### src/rtl/tt_sweep_pkg.sv
// Shared types and constants for the truth-table sweep sequencer.
// T (table width) is always derived from the gate input count with tt_width().
package tt_sweep_pkg;

  localparam int DEF_N_IN   = 4;
  localparam int DEF_SETTLE = 3;

  typedef enum logic [1:0] {
    ST_IDLE   = 2'd0,
    ST_SETTLE = 2'd1,
    ST_SAMPLE = 2'd2,
    ST_DONE   = 2'd3
  } sweep_state_t;

  function automatic int tt_width(input int n_in);
    return 1 << n_in;
  endfunction

endpackage

### src/rtl/tt_lsb_find.sv
// Lowest-set-bit encoder: reports the index of the lowest set bit of vec,
// and whether any bit is set at all (idx is 0 when none is).
module tt_lsb_find #(
  parameter int IW = 4,
  parameter int W  = 1 << IW
) (
  input  logic [W-1:0]  vec,
  output logic [IW-1:0] idx,
  output logic          valid
);

  // Scanning from the top down lets the lowest set bit overwrite last.
  always_comb begin
    idx   = '0;
    valid = 1'b0;
    for (int i = W - 1; i >= 0; i--) begin
      if (vec[i]) begin
        idx   = IW'(i);
        valid = 1'b1;
      end
    end
  end

endmodule

### src/rtl/tt_sweep_ctrl.sv
// Walks a combinational gate through every input vector, holds each for SETTLE+1
// cycles, captures the output bit and compares the table against an expected word.
module tt_sweep_ctrl
  import tt_sweep_pkg::*;
#(
  parameter int  N_IN   = DEF_N_IN,
  parameter int  SETTLE = DEF_SETTLE,
  localparam int T      = tt_width(N_IN)
) (
  input  logic            clk,
  input  logic            rst,
  input  logic            start,
  input  logic            abort,
  input  logic [T-1:0]    expect_tt,
  output logic [N_IN-1:0] gate_in,
  input  logic            gate_out,
  output logic            busy,
  output logic            done,
  output logic            aborted,
  output logic            pass,
  output logic [T-1:0]    captured_tt,
  output logic [T-1:0]    mismatch,
  output logic [N_IN-1:0] fail_idx,
  output logic            fail_valid,
  output logic [1:0]      state_dbg
);

  // Handshake: start is a level sampled only in IDLE (one accepted edge begins a
  // sweep); abort is a level sampled only in SETTLE/SAMPLE; done and aborted are
  // single-cycle registered pulses, and results hold until the next accepted start.

  localparam int              CW       = $clog2(SETTLE) + 1;
  localparam logic [CW-1:0]   CNT_LOAD = CW'(SETTLE - 1);
  localparam logic [N_IN-1:0] LAST_IDX = N_IN'(T - 1);

  sweep_state_t    state;
  logic [N_IN-1:0] idx;
  logic [CW-1:0]   cnt;
  logic [T-1:0]    exp_q;
  logic [T-1:0]    cap_next;
  logic [T-1:0]    mism_next;
  logic [N_IN-1:0] lsb_idx;
  logic            lsb_valid;

  // The vector index register drives the gate directly, so gate_in is glitch-free.
  assign gate_in   = idx;
  assign state_dbg = state;

  // Table as it will look once the current sample lands; results use this so they
  // are valid in the same cycle done is raised.
  always_comb begin
    cap_next      = captured_tt;
    cap_next[idx] = gate_out;
  end

  assign mism_next = cap_next ^ exp_q;

  tt_lsb_find #(
    .IW (N_IN),
    .W  (T)
  ) u_lsb_find (
    .vec   (mism_next),
    .idx   (lsb_idx),
    .valid (lsb_valid)
  );

  always_ff @(posedge clk or posedge rst) begin
    if (rst) begin
      state       <= ST_IDLE;
      idx         <= '0;
      cnt         <= '0;
      exp_q       <= '0;
      busy        <= 1'b0;
      done        <= 1'b0;
      aborted     <= 1'b0;
      pass        <= 1'b0;
      captured_tt <= '0;
      mismatch    <= '0;
      fail_idx    <= '0;
      fail_valid  <= 1'b0;
    end else begin
      done    <= 1'b0;
      aborted <= 1'b0;
      case (state)
        ST_IDLE: begin
          if (start) begin
            exp_q       <= expect_tt;
            idx         <= '0;
            cnt         <= CNT_LOAD;
            captured_tt <= '0;
            mismatch    <= '0;
            pass        <= 1'b0;
            fail_idx    <= '0;
            fail_valid  <= 1'b0;
            busy        <= 1'b1;
            state       <= ST_SETTLE;
          end
        end

        ST_SETTLE: begin
          if (abort) begin
            idx     <= '0;
            busy    <= 1'b0;
            aborted <= 1'b1;
            state   <= ST_IDLE;
          end else if (cnt == '0) begin
            state <= ST_SAMPLE;
          end else begin
            cnt <= cnt - 1'b1;
          end
        end

        ST_SAMPLE: begin
          // An abort here discards the in-flight sample; earlier bits are kept.
          if (abort) begin
            idx     <= '0;
            busy    <= 1'b0;
            aborted <= 1'b1;
            state   <= ST_IDLE;
          end else begin
            captured_tt <= cap_next;
            if (idx == LAST_IDX) begin
              pass       <= (cap_next == exp_q);
              mismatch   <= mism_next;
              fail_idx   <= lsb_idx;
              fail_valid <= lsb_valid;
              done       <= 1'b1;
              state      <= ST_DONE;
            end else begin
              idx   <= idx + 1'b1;
              cnt   <= CNT_LOAD;
              state <= ST_SETTLE;
            end
          end
        end

        ST_DONE: begin
          busy  <= 1'b0;
          state <= ST_IDLE;
        end

        default: begin
          state <= ST_IDLE;
        end
      endcase
    end
  end

endmodule
### config.mk
export PLATFORM = sky130hd
export DESIGN_NAME = tt_sweep_ctrl
export DESIGN_NICKNAME = d
export VERILOG_FILES = /design/src/rtl/tt_sweep_pkg.sv /design/src/rtl/tt_lsb_find.sv /design/src/rtl/tt_sweep_ctrl.sv
export SDC_FILE = /design/constraint.sdc
export NUM_CORES = 1
export LEC_CHECK = 0
export CORE_AREA = 2 2 87 89
export DETAILED_ROUTE_END_ITERATION = 6
export DIE_AREA = 0 0 89 91
export GPL_ROUTABILITY_DRIVEN = 0
export PLACE_DENSITY_LB_ADDON = 0.25
export SKIP_CTS_REPAIR_TIMING = 1
export SLEW_MARGIN = 20
export SYNTH_ARGS = -nofsm -noshare
export SYNTH_HDL_FRONTEND = slang
export SYNTH_SLANG_ARGS = --single-unit
### constraint.sdc
create_clock -name clk -period 2.95 [get_ports clk]
set_input_delay 0.7375 -clock clk [delete_from_list [all_inputs] [get_ports clk]]
set_output_delay 0.7375 -clock clk [all_outputs]
set_load 0.01 [all_outputs]
* Word level (Yosys, flattened, before mapping) *
Index checks and enable logic that the tools add are counted.

storage, ports and cells
  output and inout port bits = 47
  register bits = 66
  memories kept = 0
  latch bits = 0
  logic and storage cells = 121
  ROM bits = 0
  RAM bits = 0
  bits of input ports = 21

operators by class
  eq/ne operators = 15
  add/subtract/negate cells = 2
  bitwise logic cells = 1
  muxes and demuxes = 76
  $lt $le $gt $ge = 2
  reductions and logical operators = 13
  shift-type cells = 0
  $mul = 0
  divide/modulo/power cells = 0

operators by type and width
  kind                   count
  $mux W4                22
  $mux W16               4
  $pmux W16 S2           2
  $mux W1                29
  $bwmux W16             1
  $eq A16 B16 Y1         1
  $xor A16 B16 Y16       1
  $mux W3                5
  $ne A2 B2 Y1 const B   7
  $pmux W4 S3            1
  $mux W2                5
  $pmux W3 S3            1
  $pmux W2 S4            1
  $pmux W4 S2            1
  $reduce_and A4 Y1      2
  $ne A3 B3 Y1 const B   2
  $reduce_and A2 Y1      3
  $reduce_and A6 Y1      1
  $lt A4 B5 Y1 const B   1
  $add A4 B1 Y4 const B  1
  $demux W1 S4           1
  $eq A2 B2 Y1 const B   2
  $eq A4 B4 Y1 const B   1
  $ge A4 B1 Y1 const B   1
  other kinds (12)       13

* Logic depth before layout (Yosys ltp) *
Gate-level depths: netlist (run 1).

  word-level depth = 25
  depth in mapped cells = 9
  depth with buffers taken out = 8

* Cells and area by module *
From an unflattened synthesis (run 1), not the netlist that was laid out.

second synthesis, totals
  cells, all modules = 331
  area, all modules = 3462.1 µm²

by module, submodules not included
  module         area each (µm²)  seq. area each (µm²)  times used  cells each
  tt_sweep_ctrl  3283.1           1651.6                1           298
  tt_lsb_find    178.9            0.0                   1           33

* Worst setup path before layout (run 1) *
No wires, ideal clock.

  path type = reg2reg
  start = reg idx[1], in the netlist gate_in[1]
  end = reg fail_valid
  cell stages (with the launch flop) = 10
  arrival = 2.075 ns
  setup time = 0.121 ns
  clock period less this slack = 2.196 ns
  required time = 2.829 ns
  path slack = 0.754 ns
  buffers on the path = 1
  path through = dfrtp_1 > inv_1 > ha_1 > buf_2 > nor3b_1 > mux2i_1 > xnor2_1 > nor4_1 > nand4_1 > a22o_1

on the way
  longest elaborated chain between the ends = 25
  elaborated cells between the ends (all ways) = 29
  those cells by class = order compare: 2; eq/ne: 2; mux: 22; bitwise: 1; reduce/logical: 2

RTL lines
  what                                                                RTL line              RTL
  from (decl)                                                         tt_sweep_ctrl.sv:37   logic [N_IN-1:0] idx;
  from (signal assigned)                                              tt_sweep_ctrl.sv:130  idx <= idx + 1'b1;
  $lt A4 B5 Y1 (implied by the code) or $ge A4 B1 Y1 (tied branches)  tt_sweep_ctrl.sv:53   cap_next[idx] = gate_out;
  $logic_and A1 B1 Y1 (implied by the code)                           tt_sweep_ctrl.sv:53
  $mux W1 (implied by the code)                                       tt_sweep_ctrl.sv:53
  $demux W1 S4                                                        tt_sweep_ctrl.sv:53
  $bwmux W16                                                          tt_sweep_ctrl.sv:53
  $xor A16 B16 Y16                                                    tt_sweep_ctrl.sv:56   assign mism_next = cap_next ^ exp_q;
  $mux W1 (16 in a row)                                               tt_lsb_find.sv:17     if (vec[i]) begin
  $mux W1                                                             tt_sweep_ctrl.sv:122  if (idx == LAST_IDX) begin
  $mux W1                                                             tt_sweep_ctrl.sv:115  if (abort) begin
  $pmux W1 S2                                                         tt_sweep_ctrl.sv:84   case (state)
  to (signal assigned)                                                tt_sweep_ctrl.sv:126  fail_valid <= lsb_valid;
  to (decl)                                                           tt_sweep_ctrl.sv:24   output logic fail_valid,

Parallel ways exist; a longest one is shown, timed or not. The select of a mux whose other input is x is not followed.
A chain may end at the register's enable or synchronous reset.

* Worst setup path after layout (run 1) *
  start = reg idx[3], in the netlist gate_in[3]
  end = out gate_in[3]

RTL lines
  what       RTL line             RTL
  to (decl)  tt_sweep_ctrl.sv:15  output logic [N_IN-1:0] gate_in,

No word-level cell between the ends.

==> results of run 1 <==
## report_power, final
group / switching (µW) / internal [µW] / leakage (µW)
clock: 374 / 483 / 0.000114
combinational: 816 / 625 / 0.00114
sequential: 135 / 1070 / 0.000874
## stage by stage
step	setup WS, ns	cell area, µm²
2_1_floorplan	0.558	3620
3_3_place_gp	0.259	4460
3_5_place_dp	0.210	4460
4_1_cts	0.382	4690
5_1_grt	0.246	4690
6_report	0.371	4690
## kinds of logic after synthesis
family	after synthesis	synth area share, %
adders and majority gates	9	3.11
muxes	32	10.1
AOI/OAI and AO/OA	86	15.0
buffers and inverters	29	4.22
DFF	66	45.6
xor gates and xnor gates	22	5.53
and+or+nand+nor	100	16.5
## worst register-to-register path, cell delays in order (launching register included)
cell and delay, ns:
dfrtp_1 0.44, inv_1 0.12, ha_1 0.41, nor3b_2 0.30
mux2i_1 0.26, xnor2_1 0.19, nor4_1 0.30, nand4_1 0.18
a22o_1 0.23
## layout make-up
type	count	share of cell area, %
Sequential cell	66	35.2
Multi-Input combinational cell	249	38.8
Timing Repair Buffer	87	17.8
Tap cell	99	2.64
Clock buffer	9	2.64
Clock inverter	7	2.14
Inverter	10	0.801
## sequential cells by signal, summed over array words and instances, names as in the netlist
register / flops
aborted: 1
busy: 1
captured_tt: 16
cnt: 3
done: 1
exp_q: 16
fail_idx: 4
fail_valid: 1
gate_in: 4
mismatch: 16
pass: 1
state_dbg: 2
## synth_stat cells, types with 5 or more instances
cell / n
ha_1: 9
a21oi_1: 15
clkbuf_1: 8
nand2b_1: 10
nand2_1: 29
nand4_1: 6
nor2_1: 22
nand3_1: 6
a22o_1: 16
dfrtp_1: 66
xor2_1: 7
mux2_2: 16
o21ai_0: 34
xnor2_1: 14
inv_1: 10
nand3b_1: 5
mux2i_1: 12
## worst max-delay path by stage
stage                      startpoint                      end  slack [ns]  cells after the start
6_report       gate_in[3]$_DFFE_PP0P_               gate_in[3]        0.37                      2
5_1_grt        gate_in[0]$_DFFE_PP0P_   fail_valid$_DFFE_PP0P_        0.25                      8
4_1_cts        gate_in[3]$_DFFE_PP0P_               gate_in[3]        0.38                      2
3_5_place_dp                    abort  fail_idx[3]$_DFFE_PP0P_        0.21                      6
3_3_place_gp                    abort  fail_idx[3]$_DFFE_PP0P_        0.26                      6
2_1_floorplan                     rst        aborted$_DFF_PP0_        0.56                      1
## per-layer routing
| layer | GRT usage (%) | vias to the layer above | wire [µm] |
|---|---|---|---|
| met5 | 0 | - | 0 |
| met4 | 5.85 | 0 | 59 |
| met3 | 4.36 | 6 | 498 |
| met2 | 34.2 | 100 | 4000 |
| met1 | 32.4 | 1372 | 3840 |
| li1 | - | 1390 | - |
==> impl_metrics.toml, run 1 <==
[status]
status = "finished, final reports clean"

[global_routing]
overflow = 0
grt_antenna_before_repair = 0
grt_pass1_vias = 2833
grt_max_degree = 42
grtUsageTotal_pct = 22.3
grt_pass1_wl_mm = 14.0

[logic_synthesis]
synth_top_area_share_pct = 45.6
synth-edff-count = 0
ys.flop_type = "dfrtp_1"
synth_area_mm2 = 0.00362
synthArstFlopShare_pct = 100
synth_cell_type_count = 52
synth-seq-cells = 66
syn_nets = 374
ys_seq_area_share_pct = 45.6
synthCells = 344
synthTopCellsByArea = "dfrtp_1 (46%), mux2_2 (5.0%), o21ai_0 (4.7%), a22o_1 (3.9%), xnor2_1 (3.4%)"
syn_area_per_cell_um2 = 10.5
synth_area_leader_cell = "dfrtp_1"
synth-warning-count = 0

[worst_hold_path]
whs_endpoint = "mismatch[7]$_DFFE_PP0P_"
hold_depth = 2
hp-class = "flip-flop to flip-flop"
min-delay-start = "mismatch[7]$_DFFE_PP0P_"

[route]
drtIter0Drc = 104
wl_per_cell_um = 15.9
via_per_inst = 5.44
ant_nets = 0
post-route-drc-count = 0
vias = 2868
drt_first_pass_iters = 4
wl_mm = 8.41

[timing]
period_needed_ns = 2.58
timing.final.crit_share_pct = 87.4
tightest_slew_ns = 0.830
holdWs_ns = 0.480
rsz0062_at_grt = "false"
finalClockSkew_ns = 0.0117
hold_viol_final = 0
tns_ns = 0
finalSetupViolCount = 0
relSlewSlack_pct = 44.4
timing.fmax_mhz = 388
slew_violations = 0

[clock_tree]
clockBufferDepth = 2
htreeDepth = 3
clock_sinks = 66
clkSlewWorstSetupHoldPaths_ns = 0.08
cts_made_buffers = 9
clk_latency_ns = 0.35
cts-root-buf = "clkbuf_8"
cts_tree = "yes"

[die]
ios = 68
die_area_mm2 = 0.00810
floorplan.die.width_um = 89
die_h_um = 91
start_util_pct = 50.7
rows = 31
core_mm2 = 0.00714

[critical_path]
crit_chain = "buf_4 -> clkdlybuf4s50_1"
crit_arrival_ns = 1.84
worstPathMaxFanout = 14
r2r_cells = 8
cp.buffers_inverters = 2
crit_path_max_incr_delay_ns = 0.66
cpMaxStageDelayCell = "dfrtp_1"
r2r_slack_ns = 0.42
r2r-start = "gate_in[0]$_DFFE_PP0P_"
crit_required_ns = 2.21
cp-start-kind = "flip-flop"
path_delay_family = "buffers and inverters"
crit_type = "flip-flop to output port"
r2r_end = "fail_valid$_DFFE_PP0P_"
cp-end-kind = "output port"

[finish]
fillCellCount = 575
multiInputGateArea_mm2 = 0.00182
nets = 453
final_common_cell = "clkdlybuf4s50_1"
n_antenna_cell = 0
instances_no_fill = 527
register_area_mm2 = 0.00165
layout-drive-gt1-share_pct = 15.7
final_util_pct = 65.7
area_delta_synth_final_pct = 29.4
layout_common_cells = "clkdlybuf4s50_1 (67), dfrtp_1 (66), o21ai_0 (34)"

[power_and_ir_drop]
totalPowerFinal_uw = 3510
power_density_mw_per_mm2 = 748
p_leak_uw = 0.00213
ir_drop_uv = 350

[placed_design]
place_inst = 511
hpwl_mm = 6.12
io_buffer_count = 67

[run]
drv_cap = 0
Note: power is estimated with default switching activity, not from simulation.
==> inputs of run 2 (changes only) <==
Settings changed: CAP_MARGIN from default to 20.
==> results of run 2 <==
No change in the layout: final DEF, timing and power equal those of run 1.
